**src/rtl/tick_event_counter_pkg.sv**
```systemverilog
// Shared state encoding and BCD helper for the tick event counter.
package tick_counter_pkg;

    typedef enum logic [1:0] {
        IDLE  = 2'd0,
        RUN   = 2'd1,
        PAUSE = 2'd2
    } state_e;

    localparam int BCD_MAX_DIGITS = 8;

    // Packs a non-negative integer into up to eight BCD digits, digit 0 in [3:0].
    function automatic logic [4*BCD_MAX_DIGITS-1:0] to_bcd(input int value);
        logic [4*BCD_MAX_DIGITS-1:0] packed_bcd;
        int                          rest;
        packed_bcd = '0;
        rest       = value;
        for (int i = 0; i < BCD_MAX_DIGITS; i++) begin
            packed_bcd[4*i +: 4] = 4'(rest % 10);
            rest                 = rest / 10;
        end
        return packed_bcd;
    endfunction

endpackage

```
**src/rtl/tick_event_counter_bcd_digit.sv**
```systemverilog
// One decade of the BCD counter: mod-10 register with carry out on 9 -> 0.
module bcd_digit (
    input  logic       clk_i,
    input  logic       rst_ni,
    input  logic       inc_i,
    input  logic       clr_i,
    output logic [3:0] q_o,
    output logic       carry_o
);

    logic [3:0] q_q;
    logic [3:0] q_d;

    always_comb begin
        q_d = q_q;
        if (clr_i) begin
            q_d = 4'd0;
        end else if (inc_i) begin
            q_d = (q_q == 4'd9) ? 4'd0 : q_q + 4'd1;
        end
    end

    always_ff @(posedge clk_i or negedge rst_ni) begin
        if (!rst_ni) begin
            q_q <= 4'd0;
        end else begin
            q_q <= q_d;
        end
    end

    assign q_o     = q_q;
    assign carry_o = inc_i && (q_q == 4'd9);

endmodule

```
**src/rtl/tick_event_counter.sv**
```systemverilog
// Synchronises the divided clock, turns its rising edges into ticks and counts
// them in a run/pause/clear controlled BCD counter.
//   state | meaning
//   IDLE  | stopped, count cleared or never started
//   RUN   | ticks increment the count
//   PAUSE | ticks still pulse, count held
module tick_event_counter
    import tick_counter_pkg::*;
#(
    parameter int SYNC_STAGES = 2,
    parameter int DIGITS      = 2,
    parameter int MAX_COUNT   = 59
) (
    input  logic                clk_i,
    input  logic                rst_ni,
    input  logic                div_in_i,
    input  logic                start_i,
    input  logic                stop_i,
    input  logic                clear_i,
    output logic                tick_o,
    output logic [4*DIGITS-1:0] bcd_o,
    output logic                wrap_o,
    output logic                running_o
);

    localparam logic [4*BCD_MAX_DIGITS-1:0] MAX_BCD_FULL = to_bcd(MAX_COUNT);
    localparam logic [4*DIGITS-1:0]         MAX_BCD      = MAX_BCD_FULL[4*DIGITS-1:0];

    logic [SYNC_STAGES-1:0] sync_q;
    logic                   prev_q;
    logic                   tick_q;
    logic                   synced;

    always_ff @(posedge clk_i or negedge rst_ni) begin
        if (!rst_ni) begin
            sync_q <= '0;
            prev_q <= 1'b0;
            tick_q <= 1'b0;
        end else begin
            sync_q <= {sync_q[SYNC_STAGES-2:0], div_in_i};
            prev_q <= synced;
            tick_q <= synced & ~prev_q;
        end
    end

    assign synced = sync_q[SYNC_STAGES-1];

    state_e state_q;
    state_e state_d;
    logic   running_q;

    always_comb begin
        state_d = state_q;
        if (clear_i) begin
            state_d = IDLE;
        end else begin
            unique case (state_q)
                IDLE:    if (start_i) state_d = RUN;
                RUN:     if (stop_i)  state_d = PAUSE;
                PAUSE:   if (start_i) state_d = RUN;
                default: state_d = IDLE;
            endcase
        end
    end

    always_ff @(posedge clk_i or negedge rst_ni) begin
        if (!rst_ni) begin
            state_q   <= IDLE;
            running_q <= 1'b0;
        end else begin
            state_q   <= state_d;
            running_q <= (state_d == RUN);
        end
    end

    // Counting uses the current state, so a tick alongside stop still counts
    // and a tick alongside start does not.
    logic                cnt_inc;
    logic                at_max;
    logic                wrap_d;
    logic                digit_clr;
    logic [DIGITS:0]     carry_chain;
    logic [4*DIGITS-1:0] bcd_w;
    logic                wrap_q;

    assign cnt_inc        = tick_q && (state_q == RUN) && !clear_i;
    assign at_max         = (bcd_w == MAX_BCD);
    assign wrap_d         = cnt_inc && (at_max || carry_chain[DIGITS]);
    assign digit_clr      = clear_i || wrap_d;
    assign carry_chain[0] = cnt_inc;

    for (genvar g = 0; g < DIGITS; g++) begin : g_digit
        bcd_digit u_digit (
            .clk_i   (clk_i),
            .rst_ni  (rst_ni),
            .inc_i   (carry_chain[g]),
            .clr_i   (digit_clr),
            .q_o     (bcd_w[4*g +: 4]),
            .carry_o (carry_chain[g+1])
        );
    end

    always_ff @(posedge clk_i or negedge rst_ni) begin
        if (!rst_ni) begin
            wrap_q <= 1'b0;
        end else begin
            wrap_q <= wrap_d;
        end
    end

    assign tick_o    = tick_q;
    assign bcd_o     = bcd_w;
    assign wrap_o    = wrap_q;
    assign running_o = running_q;

endmodule

```
**config.mk**
```make
export PLATFORM = sky130hd
export DESIGN_NAME = tick_event_counter
export DESIGN_NICKNAME = d
export VERILOG_FILES = /design/src/rtl/tick_event_counter_pkg.sv /design/src/rtl/tick_event_counter_bcd_digit.sv /design/src/rtl/tick_event_counter.sv
export SDC_FILE = /design/constraint.sdc
export NUM_CORES = 1
export LEC_CHECK = 0
export ABC_CLOCK_PERIOD_IN_PS = 2800
export BUFFER_PORTS_ARGS = -buffer_cell sky130_fd_sc_hd__buf_2
export CORE_ASPECT_RATIO = 1.2
export CORE_MARGIN = 4
export CORE_UTILIZATION = 25
export DETAILED_ROUTE_END_ITERATION = 10
export PLACE_DENSITY = 0.54
export SYNTH_ARGS = -nofsm -noshare
export SYNTH_HDL_FRONTEND = slang
export SYNTH_SLANG_ARGS = --single-unit
```
**constraint.sdc**
```tcl
create_clock -name clk_i -period 2.8 [get_ports clk_i]
set_input_delay 0.14 -clock clk_i [delete_from_list [all_inputs] [get_ports clk_i]]
set_output_delay 0.14 -clock clk_i [all_outputs]
set_load 0.02 [all_outputs]
```
Word level (Yosys, flattened, before mapping)
Index checks and enable logic that the tools add are counted.
{ "classes": {"n_addsub": 2, "multipliers": 0, "div": 0, "n_lt_le_gt_ge": 0, "eq_ne": 6, "shifts": 0, "mux": 10, "n_bitwise": 2, "reduce_logical": 12} }
{ "op_table": {"columns": ["cell", "n"], "rows": [
  ["4-bit two-way mux", 6],
  ["4-bit by 1-bit adder with 4-bit output (second input constant)", 2],
  ["4-bit == test (second input constant)", 2],
  ["8-bit by 7-bit == test with 1-bit output (second input constant)", 1],
  ["2-bit two-way mux", 3],
  ["1-bit logical AND", 5],
  ["2-bit by 1-bit == test with 1-bit output (second input constant)", 2],
  ["2-bit case mux with 2 select lines", 1],
  ["2-bit nonzero test", 2],
  ["2-bit == test (second input constant)", 1],
  ["2-bit zero test", 1],
  ["1-bit logical OR", 2],
  ["2-bit OR reduction", 1],
  ["1-bit AND", 1],
  ["1-bit zero test", 1],
  ["1-bit NOT", 1]
]} }
{ "word_totals": {"reg_bits": 16, "latch_bits": 0, "mem_bits_rw": 0, "mem_bits_ro": 0, "in_bits": 6, "out_inout_bits": 11, "elab_cells": 40, "memories": 0} }

Depth between registers and ports, before layout
{ "logic_depth": {"ltp_word": 9, "mapped_depth": 5, "depth_no_buf": 5} }

By module
Synthesis repeated with hierarchy kept, for this count alone.
{ "unflattened": {"hier_cells": 77, "hier_area_um2": 802.0} }
{ "modules_own_cells": {"columns": ["module", "instances", "cells_each", "area_per_inst_um2", "seq_area_each_um2"], "rows": [
  ["bcd_digit", 2, 26, 241.5, 100.1],
  ["tick_event_counter", 1, 25, 319.1, 200.2]
]} }

Worst setup path before layout
OpenSTA, ideal clock, no wires.
{ "synth_path": {"kind": "register -> register", "start": "reg g_digit[1].u_digit.q_q[0]", "end": "reg g_digit[1].u_digit.q_q[3]", "setup_time_ns": 0.122, "arrival_ns": 1.237, "required_time_ns": 2.678, "setup_slack_ns": 1.442, "stages_incl_launch_ff": 5, "path_buffers": 0, "synth_period_minus_slack_ns": 1.358, "path_cell_list": "dfrtp_1 ha_1 nor2b_1 o211ai_1 a32o_1"} }
{ "synth_via": {"elab_chain_len": 6, "word_cells_on_any_way": 11, "cone_classes": "add/sub (1); eq/ne (2); mux (3); reduce/logical (5)"} }
{ "synth_rtl": {"columns": ["element", "line_no", "rtl"], "rows": [
  ["start: declaration", "tick_event_counter_bcd_digit.sv:11", "logic [3:0] q_q;"],
  ["start signal: assignment", "tick_event_counter_bcd_digit.sv:27", "q_q <= q_d;"],
  ["parallel branches: the longest is 6 deep, another holds 4-bit by 1-bit adder with 4-bit output", null, null]
]} }
Several ways; the timed one is not identified. The select of a mux whose other input is x is not followed.
A chain may end at the register's enable or synchronous reset.

Worst setup path in the final report
{ "layout_path": {"start": "reg g_digit[0].u_digit.q_q[1]", "end": "reg g_digit[1].u_digit.q_q[3]"} }
{ "layout_via": {"elab_chain_len": 7, "word_cells_on_any_way": 9, "cone_classes": "eq/ne (2); mux (1); reduce/logical (6)"} }
{ "layout_rtl": {"columns": ["element", "line_no", "rtl"], "rows": [
  ["start: declaration", "tick_event_counter_bcd_digit.sv:11", null],
  ["start signal: assignment", "tick_event_counter_bcd_digit.sv:27", null],
  ["4-bit == test", "tick_event_counter_bcd_digit.sv:32", "assign carry_o = inc_i && (q_q == 4'd9);"],
  ["1-bit logical AND (2 in a row)", "tick_event_counter_bcd_digit.sv:32", null],
  ["1-bit logical OR", "tick_event_counter.sv:88", "assign wrap_d = cnt_inc && (at_max || carry_chain[DIGITS]);"],
  ["1-bit logical AND", "tick_event_counter.sv:88", null],
  ["1-bit logical OR", "tick_event_counter.sv:89", "assign digit_clr = clear_i || wrap_d;"],
  ["4-bit two-way mux or 2-bit nonzero test (tied branches)", null, null]
]} }
Parallel ways exist; a longest one is shown, timed or not.

==> impl_metrics.toml <==
[synth]
synth_commonest_cells = "16 x dfrtp_1, 7 x nor2_1, 5 x a21oi_1, 5 x inv_1"
post-synth-top-area-fraction = 0.514
yosysUniqueCellTypes = 30
synthesis.instances = 72
synthesis.nets = 80
synth_area_per_cell_um2 = 10.8
synth_area_leaders = "dfrtp_1 51%, nor2_1 3.4%, a21oi_1 3.2%, ha_1 3.2%, nor4b_4 3.0%"
synth_top_area_cell = "dfrtp_1"
synth.cell_area_um2 = 779
async_flop_share = 1.00
synth_warnings = 0
synth_edf_count = 0
ys_seq_area_frac = 0.514
yosys.cell_count.top_type = "dfrtp_1"
ys.flop_type = "dfrtp_1"
synth-seq-cells = 16

[worst_setup_path]
cp.arrival_ns = 1.54
crit_type = "reg -> reg"
endpoint_kind = "flip-flop"
startpoint = "g_digit[0].u_digit.q_o[1]$_DFFE_PN0P_"
cp-start-kind = "flip-flop"
reg2reg_from = "g_digit[0].u_digit.q_o[1]$_DFFE_PN0P_"
critPathRequiredTime_ns = 2.99
cp_max_fo = 5

[detailed_routing]
drt_iter0_drc = 2
drtPass1Iterations = 3
dr_total_vias = 617
wl_per_cell_um = 12.3
antenna_left = 0
drc_errors = 0
drt_wl_total_um = 1550
vias_per_cell = 4.90

[cells_and_area]
multi_input_area_um2 = 352
fillers = 318
layout-drive-gt1-share = 0.261
nets = 101
ff_latch_area_um2 = 400
antennaDiodeCount = 0
post-route-util = 0.329
syn_to_final_growth_pct = 21.8

[global_routing]
grt_pass1_wl_um = 2710
grt_pass1_vias = 604
grt_overflow = 0
grt.total_usage = 0.0841
antenna_found_initial = 0
grt_max_degree = 17

[placed_design]
gp_congestion = 0.835
detailed_place_hpwl_um = 1160
portBuffers = 16

[sta]
finalMaxSlewViolations = 0
slew_headroom = 0.761
finalSetupViolCount = 0
fin_worst_skew_ns = 0.00963
post-route-min-period_ns = 1.35
max_freq_ghz = 0.741
hold_viol_final = 0
setup_tns_ns = 0
worst_slew_pin_slew_ns = 0.359
period_share = 0.482
rsz0062_at_grt = "no"

[job]
maxCapViolCount = 0

[power_and_ir_drop]
p_switching_uw = 97.6
power_frac_seq = 0.570
ir_drop_mv = 0.256
sw_frac_of_total = 0.230
leakagePower_nw = 0.425
p_clk_frac = 0.368
p_per_area_mw_per_mm2 = 446
combPwrFrac = 0.062
p_int_uw = 326

[hold_path]
hp-class = "in -> reg"
hold_path_startpoint = "stop_i"

[clock_network]
cts_buffers = 3
cts-htree-levels = 1
clkTransAtPathRegs_ns = 0.10
clockBufferDepth = 2
insertion_delay_ns = 0.29
clkSinkCount = 16
cts_root_buf = "clkbuf_4"
cts_resized = 0
cts_tree = "built"

[floorplanning]
die_x_um = 59.0
core_area_mm2 = 0.00289
io_pins = 17
die_area_mm2 = 0.00408
rows = 21
fp.dieH_um = 69.2
initial_core_util = 0.270

[run_status]
status = "completed"
==> layout make-up <==
cell class	instances	area share
multi-input cells	49	0.370
repair buffers	18	0.105
flip-flops and latches	16	0.422
clock buffers	4	0.0382
inverters	5	0.0198
well taps	34	0.0448
==> kinds of logic after synthesis <==
logic type / count (synthesis) / synth area share
adders and majority gates: 2 / 0.0321
AOI/OAI and AO/OA: 17 / 0.149
muxes: 1 / 0.0128
buffers and inverters: 7 / 0.0353
DFF: 16 / 0.514
xor gates and xnor gates: 2 / 0.0225
and+or+nand+nor: 27 / 0.234
==> routing by layer <==
layer | part of all wire | GRT usage | vias up
met2 | 0.48 | 0.130 | 16
li1 | - | - | 299
met3 | 0.084 | 0.0466 | 0
met1 | 0.44 | 0.0990 | 302
met5 | 0 | 0 | -
met4 | 0 | 0.0227 | 0
==> state kept, by name (all words and copies together), names as in the netlist <==
register,count
tick_o,1
sync_q,2
state_q,2
running_o,1
prev_q,1
wrap_o,1
g_digit.u_digit.q_o,8
==> path summary, 6_finish.rpt <==
| kind | slack [ns] | end | cells after the start |
|---|---|---|---|
| max | 1.45 | g_digit[1].u_digit.q_o[3]$_DFFE_PN0P_ | 3 |
| min | 0.12 | state_q[1]$_DFF_PN0_ | 3 |
| max reg2reg | 1.45 | g_digit[1].u_digit.q_o[3]$_DFFE_PN0P_ | 3 |
| min reg2reg | 0.36 | sync_q[1]$_DFF_PN0_ | 0 |
| max in group asynchronous | 2.26 | g_digit[1].u_digit.q_o[1]$_DFFE_PN0P_ | 2 |
| min in group asynchronous | 0.27 | g_digit[1].u_digit.q_o[0]$_DFFE_PN0P_ | 2 |
==> critical path: stages, from the launching register on <==
cell and delay, ns:
dfrtp_1 0.46, nor4b_4 0.38, o211ai_1 0.14, a32o_1 0.27
==> power by group through the flow <==
| stage | registers (mW) | logic, mW | clock network [mW] |
|---|---|---|---|
| 5_1_grt | 0.243 | 0.0300 | 0.176 |
| 3_3_place_gp | 0.246 | 0.0250 | 0 |
| 4_1_cts | 0.242 | 0.0273 | 0.164 |
| 3_5_place_dp | 0.246 | 0.0251 | 0 |
| 2_1_floorplan | 0.248 | 0.00871 | 0 |
| 6_report | 0.242 | 0.0262 | 0.156 |
==> what timing repair did <==
action,in CTS,in global routing
hold buffers,2,0
hold endpoints to repair,17,0
buffers inserted,0,0
==> cell usage in the layout (no fill, tap or decap), types with 3 or more instances in the layout <==
master	instances
a21oi_1	5
buf_2	16
clkbuf_4	3
dfrtp_1	16
inv_1	5
nand2_1	3
nor2_1	7
nor2b_1	3
o21ai_0	3
==> through the flow <==
| stage | total power, mW | worst slack [ns] | area, um2 | cells | hold slack, ns |
|---|---|---|---|---|---|
| after floorplan | 0.257 | 1.44 | 779 | 72 | -0.156 |
| after global placement | 0.271 | 1.49 | 893 | 120 | 0.0810 |
| after detailed placement | 0.272 | 1.47 | 893 | 120 | 0.0802 |
| after CTS | 0.433 | 1.45 | 950 | 126 | 0.106 |
| after global routing | 0.449 | 1.35 | 950 | 126 | 0.110 |
| final | 0.424 | 1.45 | 950 | 126 | 0.116 |
(Power assumes the default switching activity.)
